`src/rtl/demux_pkg.sv`:
```
`default_nettype none
// +-----------------------------------------------------------------+
// | demux_pkg : shared constants and one-hot helper for demux_1to4  |
// | Rev 1.0                                                         |
// +-----------------------------------------------------------------+
package demux_pkg;
  localparam int SEL_W     = 2;
  localparam int NUM_LANES = 4;

  // Shift form keeps an X select visible as X rather than folding it to a lane
  function automatic logic [NUM_LANES-1:0] onehot4(input logic [SEL_W-1:0] sel);
    return 4'b0001 << sel;
  endfunction
endpackage
`default_nettype wire

```
`src/rtl/demux_1to4_if.sv`:
```
`default_nettype none
// +-----------------------------------------------------------------+
// | demux_1to4_if : data/select/enable in, four lanes + strobes out |
// | Rev 1.0                                                         |
// +-----------------------------------------------------------------+
interface demux_1to4_if #(
  parameter int WIDTH = 1
);
  logic [WIDTH-1:0]   d;
  logic [1:0]         sel;
  logic               en;
  logic [4*WIDTH-1:0] y;
  logic [3:0]         y_valid;

  modport master (output d, output sel, output en, input y, input y_valid);
  modport slave  (input d, input sel, input en, output y, output y_valid);
endinterface
`default_nettype wire

```
`src/rtl/demux_decode_2to4.sv`:
```
`default_nettype none
// +-----------------------------------------------------------------+
// | demux_decode_2to4 : combinational lane steering and strobe      |
// | Rev 1.0                                                         |
// +-----------------------------------------------------------------+
module demux_decode_2to4
  import demux_pkg::*;
#(
  parameter int WIDTH = 1
) (
  input  logic [WIDTH-1:0]           d,
  input  logic [SEL_W-1:0]           sel,
  output logic [NUM_LANES*WIDTH-1:0] lanes,
  output logic [NUM_LANES-1:0]       strobe
);
  assign strobe = onehot4(sel);

  for (genvar k = 0; k < NUM_LANES; k++) begin : g_lane
    assign lanes[k*WIDTH +: WIDTH] = d & {WIDTH{strobe[k]}};
  end
endmodule
`default_nettype wire

```
`src/rtl/demux_1to4.sv`:
```
`default_nettype none
// +-----------------------------------------------------------------+
// | demux_1to4 : 1-to-4 demux with per-lane valid, optional flop    |
// | Rev 1.0                                                         |
// +-----------------------------------------------------------------+
module demux_1to4
  import demux_pkg::*;
#(
  parameter int WIDTH      = 1,
  parameter bit REGISTERED = 1'b1
) (
  input  logic         clk,
  input  logic         rst_n,
  demux_1to4_if.slave  bus
);
  logic [NUM_LANES*WIDTH-1:0] w_lanes;
  logic [NUM_LANES-1:0]       w_strobe;

  demux_decode_2to4 #(.WIDTH(WIDTH)) u_decode (
    .d      (bus.d),
    .sel    (bus.sel),
    .lanes  (w_lanes),
    .strobe (w_strobe)
  );

  if (REGISTERED) begin : g_reg
    logic [NUM_LANES*WIDTH-1:0] r_y;
    logic [NUM_LANES-1:0]       r_y_valid;

    always_ff @(posedge clk or negedge rst_n) begin
      if (!rst_n) begin
        r_y       <= '0;
        r_y_valid <= '0;
      end else if (bus.en) begin
        r_y       <= w_lanes;
        r_y_valid <= w_strobe;
      end
    end

    assign bus.y       = r_y;
    assign bus.y_valid = r_y_valid;
  end else begin : g_comb
    // Clock, reset and enable have no role on the pure combinational path
    logic unused_inputs;
    assign unused_inputs = ^{clk, rst_n, bus.en};

    assign bus.y       = w_lanes;
    assign bus.y_valid = w_strobe;
  end
endmodule
`default_nettype wire

```
`src/flat_wrapper.sv`:
```
// flat-port wrapper written by rule: the top's interface ports become plain ports
module demux_1to4_flat import demux_pkg::*;
#(
  parameter int WIDTH      = 1,
  parameter bit REGISTERED = 1'b1
)
  (clk, rst_n, bus_d, bus_sel, bus_en, bus_y, bus_y_valid);
  demux_1to4_if #(.WIDTH(WIDTH)) bus_i ();
  input  logic clk;
  input  logic rst_n;
  input wire logic [$bits(bus_i.d)-1:0] bus_d;
  input wire logic [$bits(bus_i.sel)-1:0] bus_sel;
  input wire logic [$bits(bus_i.en)-1:0] bus_en;
  output wire logic [$bits(bus_i.y)-1:0] bus_y;
  output wire logic [$bits(bus_i.y_valid)-1:0] bus_y_valid;
  assign bus_i.d = bus_d;
  assign bus_i.sel = bus_sel;
  assign bus_i.en = bus_en;
  assign bus_y = bus_i.y;
  assign bus_y_valid = bus_i.y_valid;
  demux_1to4 #(.WIDTH(WIDTH), .REGISTERED(REGISTERED)) u_core (.clk(clk), .rst_n(rst_n), .bus(bus_i));
endmodule
```
`config.mk`:
```
export PLATFORM = sky130hd
export DESIGN_NAME = demux_1to4_flat
export DESIGN_NICKNAME = d
export VERILOG_FILES = /design/src/rtl/demux_pkg.sv /design/src/rtl/demux_1to4_if.sv /design/src/rtl/demux_decode_2to4.sv /design/src/rtl/demux_1to4.sv /design/src/flat_wrapper.sv
export SDC_FILE = /design/constraint.sdc
export NUM_CORES = 1
export LEC_CHECK = 0
export CELL_PAD_IN_SITES_DETAIL_PLACEMENT = 2
export CELL_PAD_IN_SITES_GLOBAL_PLACEMENT = 2
export CORE_MARGIN = 4
export CORE_UTILIZATION = 22
export DETAILED_ROUTE_END_ITERATION = 10
export PLACE_DENSITY = 0.81
export REMOVE_ABC_BUFFERS = 1
export SYNTH_ARGS = -nofsm -noshare
export SYNTH_HDL_FRONTEND = slang
export SYNTH_SLANG_ARGS = --single-unit
```
`constraint.sdc`:
```
create_clock -name clk -period 1.05 [get_ports clk]
set_clock_uncertainty 0.2 [all_clocks]
set_input_delay 0.1575 -clock clk [delete_from_list [all_inputs] [get_ports clk]]
set_output_delay 0.1575 -clock clk [all_outputs]
set_load 0.02 [all_outputs]
```
==> load_flow_metrics.sql <==
INSERT INTO impl_metrics (metric_group, metric, value, unit) VALUES
('final_layout', 'layout-drive-gt1-share', '0.352', ''),
('worst_setup_path', 'cp.buffers_inverters', '1', ''),
('worst_setup_path', 'crit_path_end_kind', 'output pin', ''),
('timing', 'maxClockFrequency', '863', 'MHz'),
('power_and_ir_drop', 'fin_total_pwr', '0.747', 'mW'),
('logic_synthesis', 'avgSynthCellArea', '10.4', 'um^2'),
('timing', 'timing.max_slew.rel_slack', '0.875', ''),
('floorplanning', 'die-area', '2200', 'um^2'),
('timing', 'layout_min_cycle_time', '1.16', 'ns'),
('routing', 'detailed_route_wirelength_on_metal2', '454', 'um'),
('worst_setup_path', 'worst_ep_arrival_time', '0.80', 'ns'),
('routing', 'wirelength_met1', '443', 'um'),
('power_and_ir_drop', 'clockPowerShare', '0.316', ''),
('logic_synthesis', 'post-synth-top-area-cell', 'sky130_fd_sc_hd__dfrtp_1', ''),
('worst_setup_path', 'crit_fanout', '2', ''),
('final_layout', 'post-route-cell-area', '552', 'um^2'),
('timing', 'finalWorstSetupSlack', '-0.109', 'ns'),
('global_routing', 'grtUsageTotal', '0.105', ''),
('floorplanning', 'io_pins', '14', ''),
('power_and_ir_drop', 'irDropWorstVdd', '0.717', 'mV'),
('clock_tree', 'cts_tree', 'yes', ''),
('global_routing', 'number_of_antenna_violations_at_the_first_check_in_global_routing', '0', ''),
('routing', 'via_count', '309', ''),
('routing', 'detail_route.iter0.violations', '1', ''),
('place', 'preCtsSetupSlack', '-0.321', 'ns'),
('logic_synthesis', 'number_of_synthesized_register_bits', '8', ''),
('power_and_ir_drop', 'total_switching_power', '0.199', 'mW'),
('clock_tree', 'path_clk_slew', '0.05', 'ns'),
('final_layout', 'area_growth_from_synthesis_to_layout', '65.8', '%'),
('worst_setup_path', 'path_class', 'reg -> out', ''),
('clock_tree', 'htree_num_levels', '1', ''),
('worst_setup_path', 'timing.critical_path.slowest_cell_delay', '0.41', 'ns'),
('logic_synthesis', 'synthesis.instances', '32', ''),
('logic_synthesis', 'post_synth_num_cell_types', '11', ''),
('floorplanning', 'initial_core_util', '0.244', ''),
('floorplanning', 'floorplan.core_area', '1370', 'um^2'),
('timing', 'maxSlewViolCount', '0', ''),
('power_and_ir_drop', 'seq_power_share', '0.463', ''),
('worst_setup_path', 'critPathLaunchType', 'flip-flop', ''),
('worst_setup_path', 'path_delay_family', 'flip-flops', ''),
('routing', 'routed_wl', '961', 'um'),
('logic_synthesis', 'synth_area_leaders', 'sky130_fd_sc_hd__dfrtp_1 60%, sky130_fd_sc_hd__inv_1 7.9%, sky130_fd_sc_hd__o22ai_1 7.5%', ''),
('place', 'port_buffers', '13', ''),
('power_and_ir_drop', 'p_int', '0.548', 'mW'),
('min_path', 'hold_path.class', 'in -> async', ''),
('routing', 'drt-vias-per-instance', '4.48', ''),
('routing', 'drt_pass1_iterations', '4', ''),
('place', 'detailed_place.area', '500', 'um^2'),
('logic_synthesis', 'synth_largest_type_area_fraction', '0.602', ''),
('logic_synthesis', 'synth-seq-area-share', '0.602', ''),
('routing', 'post-route-drc-count', '0', ''),
('run_status', 'outcome', 'finished with violations', ''),
('logic_synthesis', 'yosysWarnings', '0', ''),
('logic_synthesis', 'post_synth_instance_area', '333', 'um^2'),
('power_and_ir_drop', 'power_switching_share', '0.266', ''),
('place', 'globalplace.congestion', '0.684', ''),
('run_status', 'failing_checks', 'setup timing', ''),
('place', 'dp.final_hpwl', '710', 'um'),
('final_layout', 'nets', '62', ''),
('worst_setup_path', 'crit_chain', 'buf_6', ''),
('floorplanning', 'die_width', '46.9', 'um'),
('worst_setup_path', 'crit_path_top_delay_cell', 'sky130_fd_sc_hd__dfrtp_1', ''),
('timing', 'finalHoldViolCount', '0', ''),
('clock_tree', 'clock_tree.buffer_depth', '2', ''),
('timing', 'setup_violators_final', '8', ''),
('power_and_ir_drop', 'combinationalPowerShare', '0.221', ''),
('global_routing', 'grt_remaining_overflow', '0', ''),
('timing', 'timing_worst_slew_pin_value', '0.188', 'ns'),
('clock_tree', 'hold_buffers', '0', ''),
('routing', 'detailroute.wirelength.met3', '63', 'um'),
('final_layout', 'total_inserted_antenna_cells', '0', '');
timing repair:
| item | in CTS | in global routing |
|---|---|---|
| buffers inserted | 1 | 2 |
| resized for setup | 51 | 0 |
| endpoints found under the hold margin | 0 | 0 |
| setup endpoints to repair | 14 | 8 |
| gates cloned | 0 | 0 |
cell usage in the layout (no fill, tap or decap):
master,n
sky130_fd_sc_hd__clkdlybuf4s50_1,2
sky130_fd_sc_hd__nand2_1,2
sky130_fd_sc_hd__o21ai_0,3
sky130_fd_sc_hd__dlygate4sd2_1,3
sky130_fd_sc_hd__nand3_1,1
sky130_fd_sc_hd__buf_4,7
sky130_fd_sc_hd__mux2_2,1
sky130_fd_sc_hd__clkbuf_4,3
sky130_fd_sc_hd__nand2b_1,2
sky130_fd_sc_hd__inv_1,7
sky130_fd_sc_hd__nand3b_1,2
sky130_fd_sc_hd__dfrtp_1,8
sky130_fd_sc_hd__nor2_1,1
sky130_fd_sc_hd__buf_6,8
sky130_fd_sc_hd__o22ai_1,4
Yosys cell counts, drive strengths merged:
cell    count
dfrtp       8
inv         7
o22ai       4
o21ai       3
nand2       2
nand2b      2
nand3b      2
buf         1
mux2        1
nand3       1
nor2        1
sequential cells by signal (all words and copies together), names as in the netlist:
register / cells
u_core.bus.y_valid: 4
u_core.bus.y: 4
kinds of logic (layout without fill, tap and decap cells):
logic type | count (synthesis) | count (layout) | synth area share
AOI/OAI and AO/OA | 7 | 7 | 0.120
DFF | 8 | 8 | 0.601
buffers and inverters | 8 | 30 | 0.113
and+or+nand+nor | 8 | 8 | 0.132
muxes | 1 | 1 | 0.0338
through the flow:
stage          utilization  std cells
4_1_cts              0.393         67
6_report             0.404         69
3_5_place_dp         0.366         63
2_1_floorplan            -         31
3_3_place_gp         0.366         63
5_1_grt              0.404         69
final cells by class:
class	instances	area, um^2
clock buffer	3	22.5
timing repair buffer	20	189
sequential	8	200
tap	15	18.8
multi-input combinational	16	95.1
fill	161	815
inverter	7	26.3
path summary, 6_finish.rpt:
path,slack [ns],endpoint,cells after the start,start
min in group clk,0.15,u_core.bus.y_valid[0]$_DFFE_PN0P_,2,bus_en
hold reg to reg,0.35,u_core.bus.y_valid[0]$_DFFE_PN0P_,1,u_core.bus.y_valid[0]$_DFFE_PN0P_
setup reg to reg,0.08,u_core.bus.y_valid[0]$_DFFE_PN0P_,1,u_core.bus.y_valid[0]$_DFFE_PN0P_
setup / recovery,-0.11,bus_y[2],1,u_core.bus.y[2]$_DFFE_PN0P_
hold / removal,0.002,u_core.bus.y_valid[0]$_DFFE_PN0P_,2,rst_n
max in group asynchronous,0.52,u_core.bus.y[3]$_DFFE_PN0P_,2,rst_n
layer usage:
layer  vias to the layer above  global-route usage
li1                        149                   -
met1                       147               0.129
met2                        13               0.168
met3                         0              0.0421
met4                         0              0.0331
met5                         -                   0
power groups by stage:
stage / registers, mW / clock network (mW) / logic, mW
6_report: 0.346 / 0.236 / 0.165
5_1_grt: 0.349 / 0.279 / 0.179
4_1_cts: 0.346 / 0.247 / 0.161
3_5_place_dp: 0.348 / 0 / 0.154
3_3_place_gp: 0.346 / 0 / 0.149
2_1_floorplan: 0.373 / 0 / 0.0277
Note: power is estimated with default switching activity, not from simulation.
